`config.mk`:
```
export PLATFORM = sky130hd
export DESIGN_NAME = pb_debouncer
export DESIGN_NICKNAME = d
export VERILOG_FILES = /design/src/rtl/pb_debouncer.sv
export SDC_FILE = /design/constraint.sdc
export NUM_CORES = 1
export LEC_CHECK = 0
export ABC_AREA = 1
export ABC_CLOCK_PERIOD_IN_PS = 1920
export CORE_ASPECT_RATIO = 1.2
export CORE_UTILIZATION = 54
export DETAILED_ROUTE_END_ITERATION = 10
export GPL_ROUTABILITY_DRIVEN = 0
export GPL_TIMING_DRIVEN = 0
export PLACE_DENSITY = 0.74
export SYNTH_ARGS = -nofsm -noshare
export SYNTH_HDL_FRONTEND = slang
export SYNTH_SLANG_ARGS = --single-unit
```
`constraint.sdc`:
```
create_clock -name clk -period 1.92 [get_ports clk]
set_clock_uncertainty 0.15 [all_clocks]
set_input_delay 0.384 -clock clk [delete_from_list [all_inputs] [get_ports clk]]
set_output_delay 0.384 -clock clk [all_outputs]
set_load 0.005 [all_outputs]
```
`src/rtl/pb_debouncer.sv`:
```
// ---------------------------------------------------------------------------
// pb_debouncer
//   Turns one raw, bouncy push-button pin into a clean debounced level. The
//   pin goes through a 2-FF synchronizer. A level change is passed on only
//   after STABLE_CYCLES consecutive synchronized samples of the new level.
//   Every qualification that is abandoned early is counted in a saturating
//   diagnostic counter.
//
// Ports
//   clk         system clock, every flop samples on posedge
//   rst_n       asynchronous active-low reset
//   pb_raw      raw button pin, asynchronous to clk
//   bounce_clr  one-cycle synchronous clear of bounce_cnt
//   pb_db       debounced level (registered)
//   busy        high while a level change is being qualified (registered)
//   bounce_cnt  number of aborted qualifications, saturating (registered)
//
// States
//   state  | meaning
//   S_LOW  | debounced level 0, input agrees
//   S_RISE | debounced level 0, counting consecutive high samples
//   S_HIGH | debounced level 1, input agrees
//   S_FALL | debounced level 1, counting consecutive low samples
// ---------------------------------------------------------------------------
module pb_debouncer #(
    parameter int STABLE_CYCLES = 1_000_000,
    parameter int CNT_W         = $clog2(STABLE_CYCLES + 1),
    parameter int BNC_W         = 8
) (
    input  logic             clk,
    input  logic             rst_n,
    input  logic             pb_raw,
    input  logic             bounce_clr,
    output logic             pb_db,
    output logic             busy,
    output logic [BNC_W-1:0] bounce_cnt
);

    typedef enum logic [1:0] {
        S_LOW  = 2'd0,
        S_RISE = 2'd1,
        S_HIGH = 2'd2,
        S_FALL = 2'd3
    } state_t;

    localparam logic [CNT_W-1:0] CNT_LAST = CNT_W'(STABLE_CYCLES - 1);
    localparam logic [CNT_W-1:0] CNT_ONE  = CNT_W'(1);

    state_t             r_state;
    logic [CNT_W-1:0]   r_cnt;
    logic               r_s1;
    logic               r_s;
    logic               r_pb_db;
    logic               r_busy;
    logic [BNC_W-1:0]   r_bnc;
    logic               w_abort;

    // The FSM only ever looks at r_s, never at the raw pin.
    always_ff @(posedge clk or negedge rst_n) begin
        if (!rst_n) begin
            r_s1 <= 1'b0;
            r_s  <= 1'b0;
        end else begin
            r_s1 <= pb_raw;
            r_s  <= r_s1;
        end
    end

    // A qualification is abandoned when the sample returns to the current level.
    assign w_abort = ((r_state == S_RISE) && !r_s) ||
                     ((r_state == S_FALL) &&  r_s);

    // pb_db and busy are updated together with the state, so they are
    // registered decodes of it and never lag behind.
    always_ff @(posedge clk or negedge rst_n) begin
        if (!rst_n) begin
            r_state <= S_LOW;
            r_cnt   <= '0;
            r_pb_db <= 1'b0;
            r_busy  <= 1'b0;
        end else begin
            case (r_state)
                S_LOW: begin
                    if (r_s) begin
                        r_state <= S_RISE;
                        r_cnt   <= CNT_ONE;
                        r_busy  <= 1'b1;
                    end
                end
                S_RISE: begin
                    if (!r_s) begin
                        r_state <= S_LOW;
                        r_cnt   <= '0;
                        r_busy  <= 1'b0;
                    end else if (r_cnt == CNT_LAST) begin
                        r_state <= S_HIGH;
                        r_cnt   <= '0;
                        r_pb_db <= 1'b1;
                        r_busy  <= 1'b0;
                    end else begin
                        r_cnt   <= r_cnt + CNT_ONE;
                    end
                end
                S_HIGH: begin
                    if (!r_s) begin
                        r_state <= S_FALL;
                        r_cnt   <= CNT_ONE;
                        r_busy  <= 1'b1;
                    end
                end
                S_FALL: begin
                    if (r_s) begin
                        r_state <= S_HIGH;
                        r_cnt   <= '0;
                        r_busy  <= 1'b0;
                    end else if (r_cnt == CNT_LAST) begin
                        r_state <= S_LOW;
                        r_cnt   <= '0;
                        r_pb_db <= 1'b0;
                        r_busy  <= 1'b0;
                    end else begin
                        r_cnt   <= r_cnt + CNT_ONE;
                    end
                end
                default: begin
                    r_state <= S_LOW;
                    r_cnt   <= '0;
                    r_pb_db <= 1'b0;
                    r_busy  <= 1'b0;
                end
            endcase
        end
    end

    // Clear wins over a simultaneous abort; the count sticks at all-ones.
    always_ff @(posedge clk or negedge rst_n) begin
        if (!rst_n) begin
            r_bnc <= '0;
        end else if (bounce_clr) begin
            r_bnc <= '0;
        end else if (w_abort && (r_bnc != {BNC_W{1'b1}})) begin
            r_bnc <= r_bnc + BNC_W'(1);
        end
    end

    assign pb_db      = r_pb_db;
    assign busy       = r_busy;
    assign bounce_cnt = r_bnc;

endmodule

```
==> flow_summary.json <==
{
  "insertion_delay_ns": 0.28,
  "root_buffer": "clkbuf_8",
  "fmax_mhz": 561.3,
  "hold_ws_ns": 0.009267,
  "synth_top_cells_by_count": "nand2_1, inv_1, dfrtp_1, nor2_1, nand3_1",
  "nets": 299,
  "layout-drive-gt1-share_pct": 9.589,
  "synth_cell_types": 27,
  "fillers": 299,
  "dr_total_vias": 1733,
  "ant_nets": 0,
  "holdBufCountCts": 0,
  "synth_seq_area_share_pct": 42.88,
  "synthArstFlopShare_pct": 100.0,
  "power.share.sequential_pct": 42.8,
  "violations": "DRC",
  "dpl.hpwl_um": 2859,
  "die_h_um": 68.41,
  "r2r_setup_slack_ns": 0.16,
  "grt_pass1_vias": 1635,
  "pre_cts_ws_ns": 0.09534,
  "cp.depth": 1,
  "io_pins": 14,
  "r2r_cells": 9,
  "wl_um": 4035,
  "synth_ff_type": "dfrtp_1",
  "setup_slack_ns": 0.1385,
  "start_kind": "register",
  "cp_slowest_stage_delay_ns": 0.53,
  "relSlewSlack_pct": 49.99,
  "crit_chain": "clkdlybuf4s50_1",
  "h-tree-depth": 2,
  "cpLargestDelayFamily": "buffers and inverters",
  "path_clk_slew_ns": 0.07,
  "coreArea_um2": 3425,
  "power_uw": 1982,
  "syn_to_final_growth_pct": 15.26,
  "yosysTopAreaCell": "dfrtp_1",
  "arrival_ns": 1.25,
  "initial_core_util_pct": 57.95,
  "cts_buffer_depth": 2,
  "cts_buffers": 5,
  "cp.buffers_inverters": 1,
  "grt_util_met2_pct": 39.97,
  "ys_ff_latch": 34,
  "fin_crit_sh_pct": 92.78,
  "vdd_drop_max_uv": 635.9,
  "fp.dieW_um": 57.34,
  "end_kind": "primary output",
  "power_density_nw_per_um2": 866.6,
  "p_int_uw": 1317,
  "cpMaxStageDelayCell": "clkdlybuf4s50_1",
  "die-area_um2": 3922,
  "r2r_start": "r_cnt[0]$_DFFE_PN0P_",
  "finalSetupViolCount": 0,
  "design_area_um2": 2287,
  "drc": 2,
  "grt_usage_pct": 23.75,
  "drt_iter0_drc": 52,
  "cts_tree": "yes",
  "post-route-min-period_ns": 1.781,
  "syn_nets": 275,
  "yosys_warnings": 0,
  "firstDrtPassIters": 8,
  "grt_pass1_wl_um": 6962,
  "pwr-share-clk_pct": 26.3,
  "crit_end": "bounce_cnt[2]",
  "io_buffers": 13,
  "rsz0062_at_grt": "false",
  "cp-startpoint": "bounce_cnt[2]$_DFFE_PN0P_",
  "power.leakage_uw": 0.001106,
  "viasPerCell": 5.267,
  "grt_max_degree": 35,
  "syn_area_um2": 1984,
  "path_max_fanout": 6,
  "met1_usage_pct": 29.14,
  "worst_pin_slew_ns": 0.7502,
  "wl_per_cell_um": 12.26,
  "hold_viol": 0,
  "gr-usage-met3_pct": 5.104,
  "clock-sinks": 34,
  "synth_edf_count": 0,
  "hp-class": "input pin to async pin",
  "yosysMostFrequentCell": "nand2_1",
  "antenna_found_initial": 0,
  "avgSynthCellArea_um2": 7.377,
  "rows": 23,
  "synthTopCellsByArea": "dfrtp_1, nand2_1, inv_1",
  "grt-busiest-layer": "met2",
  "overflow": 0,
  "synth_top_area_share_pct": 42.88,
  "place_area_um2": 2156,
  "p_sw_share_pct": 33.56,
  "cap_violations": 0,
  "combPwrFrac_pct": 31.0,
  "cp.required_ns": 1.39,
  "drv_slew": 0,
  "tns_ns": 0,
  "netlist_instances": 269,
  "status": "complete, but fails checks",
  "crit_type": "register to primary output",
  "switching_power_uw": 665.2,
  "antennaDiodeCount": 0
}
==> metrics by stage <==
| step | utilization [%] | instances |
|---|---|---|
| floorplan | - | 269 |
| global placement | 63.10 | 319 |
| detailed placement | 62.95 | 319 |
| CTS | 65.36 | 325 |
| global route | 66.79 | 329 |
| finish | 66.79 | 329 |
==> power groups by stage <==
stage	registers [uW]	clock network (uW)	logic [uW]
after global routing	857	558	693
after global placement	860	0	547
after floorplan	852	0	380
after detailed placement	861	0	553
final	847	521	614
after CTS	848	536	556
==> worst min-delay path by stage <==
stage                         startpoint                     to  depth (start not counted)
after floorplan                    rst_n              async pin                          0
after global placement    r_s1$_DFF_PN0_          r_s$_DFF_PN0_                          0
after detailed placement  r_s1$_DFF_PN0_          r_s$_DFF_PN0_                          0
after CTS                          rst_n  r_cnt[11]$_DFFE_PN0P_                          1
after global routing               rst_n   r_cnt[7]$_DFFE_PN0P_                          1
final                              rst_n   r_cnt[8]$_DFFE_PN0P_                          1
==> sequential cells by signal, summed over array words and instances, names as in the netlist, named ones only <==
register and flops:
bounce_cnt 8, busy 1, pb_db 1, r_cnt 20
r_s 1, r_s1 1, r_state 1
==> logic make-up after synthesis <==
family | count (synthesis) | synth area share [%]
AOI/OAI and AO/OA | 24 | 6.810
xor gates and xnor gates | 11 | 4.855
adders and majority gates | 2 | 1.261
buffers and inverters | 41 | 8.890
DFF | 34 | 42.88
and+or+nand+nor | 157 | 35.31
==> metal layers <==
metal  up-vias  wire length [um]  share of wire [%]
met5         -                 0                  0
met4         0               109                2.7
met3        11               132                3.3
met2        30              1947                 48
met1       797              1846                 46
li1        895                 -                  -
==> cell usage in the layout, fill, tap and decap left out, types with 2 or more instances in the layout <==
| cell type | count |
|---|---|
| o21ai_0 | 11 |
| a21oi_1 | 3 |
| buf_2 | 3 |
| clkdlybuf4s50_1 | 12 |
| buf_12 | 2 |
| nand4_1 | 5 |
| clkbuf_8 | 6 |
| nand2_2 | 3 |
| dfrtp_1 | 34 |
| xor2_1 | 11 |
| nand3_1 | 27 |
| buf_4 | 4 |
| inv_1 | 36 |
| o22ai_1 | 6 |
| nor2_4 | 3 |
| nor2_1 | 29 |
| nand2_1 | 83 |
==> what timing repair did <==
item	in CTS	in global routing
gates resized for setup	0	2
buffers inserted	0	4
setup endpoints to repair	0	7
==> final cells by class <==
cell class	count	area (um2)	share of cell area, %
buffer	4	37.54	1.641
clock buffer	6	82.58	3.611
inverter	37	142.6	6.236
multi-input combinational	194	959.7	41.96
sequential	34	850.8	37.20
tap	37	46.29	2.024
timing repair buffer	17	167.7	7.330
(Power assumes the default switching activity.)
